### src/rtl/pwm_capture_pkg.sv
// rtl/pwm_capture_pkg.sv - shared PWM width constant and capture FSM state encoding
package pwm_capture_pkg;

    localparam int PWM_BIT_WIDTH = 8;

    typedef enum logic [1:0] {
        IDLE = 2'd0,
        HIGH = 2'd1,
        LOW  = 2'd2
    } pwm_state_e;

endpackage

### src/rtl/pwm_capture_if.sv
// rtl/pwm_capture_if.sv - measurement result bundle from pwm_capture to its consumer
interface pwm_capture_if #(
    parameter int bit_width = 8
);

    logic [bit_width-1:0] high_meas;
    logic [bit_width-1:0] period_meas;
    logic                 meas_valid;
    logic                 timeout;
    logic                 level;

    modport master (
        output high_meas,
        output period_meas,
        output meas_valid,
        output timeout,
        output level
    );

    modport slave (
        input high_meas,
        input period_meas,
        input meas_valid,
        input timeout,
        input level
    );

endinterface

### src/rtl/pwm_capture_sync_edge_detect.sv
// rtl/pwm_capture_sync_edge_detect.sv - two-flop synchronizer plus history flop edge detector
module sync_edge_detect (
    input  logic clk,
    input  logic rst_n,
    input  logic din,
    output logic sync,
    output logic rise,
    output logic fall
);

    logic meta_q;
    logic sync_q;
    logic hist_q;

    always_ff @(posedge clk or negedge rst_n) begin
        if (!rst_n) begin
            meta_q <= 1'b0;
            sync_q <= 1'b0;
            hist_q <= 1'b0;
        end else begin
            meta_q <= din;
            sync_q <= meta_q;
            hist_q <= sync_q;
        end
    end

    assign sync = sync_q;
    assign rise = sync_q & ~hist_q;
    assign fall = ~sync_q & hist_q;

endmodule

### src/rtl/pwm_capture.sv
// rtl/pwm_capture.sv - measures high time and period of an asynchronous PWM input
module pwm_capture
    import pwm_capture_pkg::*;
#(
    parameter int bit_width = PWM_BIT_WIDTH
) (
    input  logic           clk,
    input  logic           rst_n,
    input  logic           pwm_in,
    input  logic           enable,
    pwm_capture_if.master  meas
);

    localparam logic [bit_width-1:0] CNT_MAX = {bit_width{1'b1}};
    localparam logic [bit_width-1:0] CNT_ONE = bit_width'(1);

    logic sync;
    logic rise;
    logic fall;

    pwm_state_e           state_q,  state_d;
    logic [bit_width-1:0] cnt_q,    cnt_d;
    logic [bit_width-1:0] hi_tmp_q, hi_tmp_d;
    logic [bit_width-1:0] high_q,   high_d;
    logic [bit_width-1:0] period_q, period_d;
    logic                 valid_q,  valid_d;
    logic                 timeout_q, timeout_d;
    logic                 level_q;
    logic [bit_width-1:0] cnt_inc;

    sync_edge_detect u_sync (
        .clk   (clk),
        .rst_n (rst_n),
        .din   (pwm_in),
        .sync  (sync),
        .rise  (rise),
        .fall  (fall)
    );

    // Saturating increment so a fall landing on the final count cannot wrap.
    assign cnt_inc = (cnt_q == CNT_MAX) ? CNT_MAX : cnt_q + CNT_ONE;

    always_ff @(posedge clk or negedge rst_n) begin
        if (!rst_n) begin
            state_q   <= IDLE;
            cnt_q     <= '0;
            hi_tmp_q  <= '0;
            high_q    <= '0;
            period_q  <= '0;
            valid_q   <= 1'b0;
            timeout_q <= 1'b0;
            level_q   <= 1'b0;
        end else begin
            state_q   <= state_d;
            cnt_q     <= cnt_d;
            hi_tmp_q  <= hi_tmp_d;
            high_q    <= high_d;
            period_q  <= period_d;
            valid_q   <= valid_d;
            timeout_q <= timeout_d;
            level_q   <= sync;
        end
    end

    always_comb begin
        state_d   = state_q;
        cnt_d     = cnt_q;
        hi_tmp_d  = hi_tmp_q;
        high_d    = high_q;
        period_d  = period_q;
        valid_d   = 1'b0;
        timeout_d = timeout_q;
        if (!enable) begin
            state_d = IDLE;
            cnt_d   = '0;
        end else begin
            case (state_q)
                IDLE: begin
                    cnt_d = '0;
                    if (rise) begin
                        state_d = HIGH;
                        cnt_d   = CNT_ONE;
                    end
                end
                HIGH: begin
                    // A rise here means the fall was lost; the whole span counts as high.
                    if (rise) begin
                        high_d    = cnt_q;
                        period_d  = cnt_q;
                        cnt_d     = CNT_ONE;
                        valid_d   = 1'b1;
                        timeout_d = 1'b0;
                    end else if (fall) begin
                        state_d  = LOW;
                        hi_tmp_d = cnt_q;
                        cnt_d    = cnt_inc;
                    end else if (cnt_q == CNT_MAX) begin
                        state_d   = IDLE;
                        cnt_d     = '0;
                        timeout_d = 1'b1;
                    end else begin
                        cnt_d = cnt_inc;
                    end
                end
                LOW: begin
                    if (rise) begin
                        state_d   = HIGH;
                        high_d    = hi_tmp_q;
                        period_d  = cnt_q;
                        cnt_d     = CNT_ONE;
                        valid_d   = 1'b1;
                        timeout_d = 1'b0;
                    end else if (cnt_q == CNT_MAX) begin
                        state_d   = IDLE;
                        cnt_d     = '0;
                        timeout_d = 1'b1;
                    end else begin
                        cnt_d = cnt_inc;
                    end
                end
                default: begin
                    state_d = IDLE;
                    cnt_d   = '0;
                end
            endcase
        end
    end

    assign meas.high_meas   = high_q;
    assign meas.period_meas = period_q;
    assign meas.meas_valid  = valid_q;
    assign meas.timeout     = timeout_q;
    assign meas.level       = level_q;

endmodule
### src/flat_wrapper.sv
// flat-port wrapper written by rule: the top's interface ports become plain ports
module pwm_capture_flat import pwm_capture_pkg::*;
#(
    parameter int bit_width = PWM_BIT_WIDTH
)
  (clk, rst_n, pwm_in, enable, meas_high_meas, meas_period_meas, meas_meas_valid, meas_timeout, meas_level);
  pwm_capture_if #(.bit_width(bit_width)) meas_i ();
  input  logic clk;
  input  logic rst_n;
  input  logic pwm_in;
  input  logic enable;
  output wire logic [$bits(meas_i.high_meas)-1:0] meas_high_meas;
  output wire logic [$bits(meas_i.period_meas)-1:0] meas_period_meas;
  output wire logic [$bits(meas_i.meas_valid)-1:0] meas_meas_valid;
  output wire logic [$bits(meas_i.timeout)-1:0] meas_timeout;
  output wire logic [$bits(meas_i.level)-1:0] meas_level;
  assign meas_high_meas = meas_i.high_meas;
  assign meas_period_meas = meas_i.period_meas;
  assign meas_meas_valid = meas_i.meas_valid;
  assign meas_timeout = meas_i.timeout;
  assign meas_level = meas_i.level;
  pwm_capture #(.bit_width(bit_width)) u_core (.clk(clk), .rst_n(rst_n), .pwm_in(pwm_in), .enable(enable), .meas(meas_i));
endmodule
### config.mk
export PLATFORM = sky130hd
export DESIGN_NAME = pwm_capture_flat
export DESIGN_NICKNAME = d
export VERILOG_FILES = /design/src/rtl/pwm_capture_pkg.sv /design/src/rtl/pwm_capture_if.sv /design/src/rtl/pwm_capture_sync_edge_detect.sv /design/src/rtl/pwm_capture.sv /design/src/flat_wrapper.sv
export SDC_FILE = /design/constraint.sdc
export NUM_CORES = 1
export LEC_CHECK = 0
export ABC_CLOCK_PERIOD_IN_PS = 3200
export BUFFER_PORTS_ARGS = -buffer_cell sky130_fd_sc_hd__clkbuf_2
export CAP_MARGIN = 0
export CELL_PAD_IN_SITES_DETAIL_PLACEMENT = 1
export CELL_PAD_IN_SITES_GLOBAL_PLACEMENT = 1
export CORE_UTILIZATION = 40
export CTS_CLUSTER_DIAMETER = 60
export DETAILED_ROUTE_END_ITERATION = 12
export PLACE_DENSITY_LB_ADDON = 0.3
export SLEW_MARGIN = 30
export SYNTH_ARGS = -nofsm -noshare
export SYNTH_HDL_FRONTEND = slang
export SYNTH_SLANG_ARGS = --single-unit
### constraint.sdc
create_clock -name clk -period 3.2 [get_ports clk]
set_input_delay 0.32 -clock clk [delete_from_list [all_inputs] [get_ports clk]]
set_output_delay 0.32 -clock clk [all_outputs]
set_load 0.005 [all_outputs]
Word level (Yosys, flattened, before mapping)
Index checks and enable logic that the tools add are counted.

Register bits after elaboration: 39. Input port bits: 4. Output and inout port bits: 19. Logic and storage cells: 58.

Add/sub/neg operators: 1. Reductions and logical operators: 8. Bitwise gates (word level): 5. Equality and inequality tests: 8. Muxes and demuxes: 26.

Operator list (number): $mux 8 (8); $pmux 8 s3 (1); $pmux 8 s2 (1); $mux 2 (6); $add 8x1->8 const B (1); $eq 8x8->1 const B (1); $mux 1 (8); $reduce_and 4->1 (2); $ne 3x2->1 const B (2); $pmux 2 s3 (1); $reduce_and 3->1 (2); $ne 2x1->1 const B (2); $ne 3x3->1 const B (1); $not 1->1 (3); $and 1x1->1 (2); $eq 2x1->1 const B (1); $eq 2x2->1 const B (1); $logic_not 2->1 (1); $pmux 1 s2 (1); $reduce_and 2->1 (1); $reduce_bool 2->1 (1); $reduce_or 2->1 (1).

Logic depth before layout (Yosys ltp)
Word-level depth: 7. Depth in mapped cells: 8. Mapped depth without buffers: 6.

By module
From an unflattened synthesis, not the netlist that was laid out.

Cells, all modules: 156. Area total of the unflattened synthesis: 1849.3 µm².

Modules (own cells, without submodules): pwm_capture (cells each 151, instances 1, sequential area each 925.9 µm², area an instance 1759.2 µm²); sync_edge_detect (cells each 5, instances 1, sequential area each 75.1 µm², area an instance 90.1 µm²).

Worst setup path before layout
Ideal clock, no wire load.

Path kind: register to register. Start: register u_core.state_q[0]. End: register u_core.hi_tmp_q[0]. Required time: 3.075 ns. Cell stages (with the launch flop): 6. Arrival time: 1.415 ns. Setup time: 0.125 ns. Setup slack: 1.661 ns. Buffers on the path: 1. Period minus slack after synthesis: 1.539 ns. Cell sequence: dfrtp_1 ha_1 clkbuf_2 and3b_1 nand2_2 mux2_2.

Word-level cells in the longest chain between the ends: 2.

Ends and longest elaborated chain: start, declared (line pwm_capture.sv:21) `pwm_state_e state_q, state_d;`; start signal, assigned (line pwm_capture.sv:54) `state_q <= state_d;`; $eq 2x1->1 (line pwm_capture.sv:77) `case (state_q)`; $reduce_and 4->1 (no source line); end signal, assigned (line pwm_capture.sv:56) `hi_tmp_q <= hi_tmp_d;`; end, declared (line pwm_capture.sv:23) `logic [bit_width-1:0] hi_tmp_q, hi_tmp_d;`.

Every way passes these cells. A chain may end at the register's enable or synchronous reset.

Worst setup path after layout
Start: register u_core.state_q[0]. End: register u_core.high_q[2], in the netlist u_core.meas.high_meas[2].

Word-level cells in the longest chain between the ends: 3. Elaborated cells between the ends (all ways): 7. Classes of those cells: 4 x eq/ne; 1 x mux; 2 x reduce/logical.

Ends and longest elaborated chain: $eq 2x2->1 or $eq 2x1->1 (tied branches) (line pwm_capture.sv:77); $ne 2x1->1 (no source line) or $reduce_bool 2->1 (tied branches); $reduce_and 4->1 (no source line); end signal, assigned (line pwm_capture.sv:57) `high_q <= high_d;`; end, declared (line pwm_capture.sv:24) `logic [bit_width-1:0] high_q, high_d;`.

Parallel ways exist; a longest one is shown, timed or not.

==> impl_metrics.toml <==
[outcome]
outcome = "finished with violations"
failed_checks = "negative hold slack"

[yosys]
synthesis.nets = 161
synth_top_area_frac = 0.528
ys_types = 45
seq_area_frac_synth = 0.528
muxShareOfSynthArea = 0.152
yosysWarnings = 0
synth_area_leader_cell = "dfrtp_1"
async_flop_share = 1.00
synthAdderAreaFrac = 0.0339
synth_compound_area_frac = 0.118
dominantRegCellSynth = "dfrtp_1"
synth_top_family_by_area = "multiplexers"
synthXorXnorAreaFrac = 0.00474
synth_area_mm2 = 0.00185
synthCells = 152
yosys-top-cells-area = "dfrtp_1 (53%), mux2_2 (9.7%), mux2i_1 (5.4%)"
synth_edf_count = 0
syn_area_per_cell_um2 = 12.2
synth_simple_gate_area_frac = 0.126
synth_seq_cells = 39

[sta]
skew_ns = 0.00905
worst_pin_slew_ns = 0.690
min_period_ns = 2.14
fin_setup_tns_ns = 0
max_freq_ghz = 0.467
final_max_slew_viol_count = 0
fin_hold_ws_ns = -0.00981
rsz0062_at_grt = "false"
hold_viol_final = 20
fin_crit_sh = 0.669
slew_headroom = 0.540
setup_viol = 0

[clock_network]
cts.sinks = 39
clk_transition_reported_paths_ns = 0.08
postCtsHoldBufs = 0
root_buffer = "clkbuf_8"
clock_tree.buffer_depth = 2
h-tree-depth = 2
cts_tree = "done"
cts_inserted_buffers = 5
postCtsSetupRepairBufs = 0
cts_resized = 0
insertion_delay_ns = 0.29

[worst_setup_path]
required_ns = 3.35
cp.arrival_ns = 2.29
cp-end-kind = "flop"
start_kind = "flop"
cp_max_fo = 16
regToRegSetupSlack_ns = 1.06
worstSetupPathType = "reg -> reg"

[layout]
n_antenna_cell = 0
multi_input_area_um2 = 803
register_area_um2 = 976
area_growth_pct = 11.5
drive_gt1_frac = 0.301
final_area_mm2 = 0.00206
nNetsFinal = 184
final_cell_mix = "dfrtp_1 (39), clkbuf_2 (21), mux2_2 (16)"
nFillCells = 507
final_common_cell = "dfrtp_1"

[placement]
hpwlAfterDp_um = 2700
place.port_buffers = 22
placed_cell_area_mm2 = 0.00197
place_congestion = 0.729

[power]
power_switching_mw = 0.328
pwr-share-seq = 0.505
switching_share = 0.300
vdd_ir_drop_max_mv = 0.306
intPower_mw = 0.764
total_power_mw = 1.09
combinationalPowerShare = 0.198
power_density_mw_per_mm2 = 530
clkPwrFrac = 0.297
leakage_nw = 0.997

[worst_hold_path]
worstHoldPathType = "in -> async"

[drt]
drtAntennaViolNets = 0
wirelength_um = 3780
drc = 0
drt_iter0_markers = 56
wl_per_cell_um = 16.6
first_pass_iters = 4
routed_via_density = 5.50
via_count = 1255

[flow_run]
maxCapViolations = 0

[grt]
grtUsageTotal = 0.172
antenna_found_initial = 0
grt_pass1_vias = 1323
grt_pass1_wl_um = 6490
grt-ovfl-total = 0
grt_start_max_net_pins = 40

[floorplanning]
die_x_um = 70.0
core_area_mm2 = 0.00438
fp.dieArea_mm2 = 0.00490
die_h_um = 70.0
initial_core_util = 0.422
row_count = 24
io_pins = 23
[kinds of logic (layout without fill, tap and decap cells)]
family,after synthesis,in the layout
buffers and inverters,11,35
DFF,39,39
xor gates and xnor gates,1,1
and+or+nand+nor,37,37
AOI/OAI and AO/OA,33,33
muxes,26,26
adders and majority gates,5,5
[metal layers]
layer	GRT usage	part of all wire	vias up
li1	-	-	592
met1	0.232	0.48	631
met2	0.268	0.47	25
met3	0.0462	0.038	7
met4	0.0600	0.014	0
met5	0	0	-
[state kept, by name, summed over array words and instances, names as in the netlist]
register	count
u_core.cnt_q	8
u_core.hi_tmp_q	8
u_core.meas.high_meas	8
u_core.meas.period_meas	8
u_core.state_q	2
u_core.meas.level	1
u_core.meas.meas_valid	1
u_core.meas.timeout	1
u_core.u_sync.meta_q	1
u_core.u_sync.sync	1
[path summary, 6_finish.rpt]
path                                                     endpoint                      startpoint  cells past startpoint
max                          u_core.meas.high_meas[2]$_DFFE_PN0P_   u_core.state_q[0]$_DFFE_PN0P_                      5
min                          u_core.meas.high_meas[1]$_DFFE_PN0P_                           rst_n                      1
max reg2reg                  u_core.meas.high_meas[2]$_DFFE_PN0P_   u_core.state_q[0]$_DFFE_PN0P_                      5
min reg2reg                          u_core.u_sync.sync$_DFF_PN0_  u_core.u_sync.meta_q$_DFF_PN0_                      0
max in group asynchronous  u_core.meas.period_meas[4]$_DFFE_PN0P_                           rst_n                      1
min in group clk                   u_core.u_sync.meta_q$_DFF_PN0_                          pwm_in                      1
[area by class of cell]
class / count / area share
Inverter: 5 / 0.00911
Sequential cell: 39 / 0.474
Clock inverter: 2 / 0.00607
Clock buffer: 6 / 0.0352
Timing Repair Buffer: 22 / 0.0546
Tap cell: 52 / 0.0316
Multi-Input combinational cell: 102 / 0.390
[cells in the mapped netlist (2+ instances only)]
library cell / n
o21ai_0: 9
nand2b_1: 4
nor2_1: 6
clkbuf_2: 2
inv_1: 5
ha_1: 5
a31oi_1: 2
a21oi_1: 7
nand3_2: 2
o211ai_1: 2
dfrtp_1: 39
o21a_1: 2
o22ai_1: 2
mux2i_1: 10
nand2_1: 10
mux2_2: 16
[worst max-delay path, stage by stage, from the launching register on]
cell and delay (ns):
dfrtp_1 0.42, inv_1 0.12, ha_1 0.61, nor2_1 0.16, o211ai_2 0.49, o21ai_0 0.19
[power groups by stage]
stage | combinational, mW | sequential [mW] | clock (mW)
after detailed placement | 0.217 | 0.561 | 0
after global routing | 0.243 | 0.556 | 0.354
after CTS | 0.219 | 0.551 | 0.337
after floorplan | 0.159 | 0.556 | 0
final | 0.216 | 0.551 | 0.325
after global placement | 0.209 | 0.558 | 0
[per-stage QoR]
step | cells | util | hold slack (ns) | setup slack, ns
2_1_floorplan | 152 | - | 0.0244 | 1.66
3_3_place_gp | 220 | 0.450 | 0.332 | 1.24
3_5_place_dp | 220 | 0.450 | 0.341 | 1.06
4_1_cts | 228 | 0.469 | 0.125 | 1.04
5_1_grt | 228 | 0.470 | 0.0211 | 0.781
6_report | 228 | 0.470 | -0.00981 | 1.06
(Power assumes the default switching activity.)
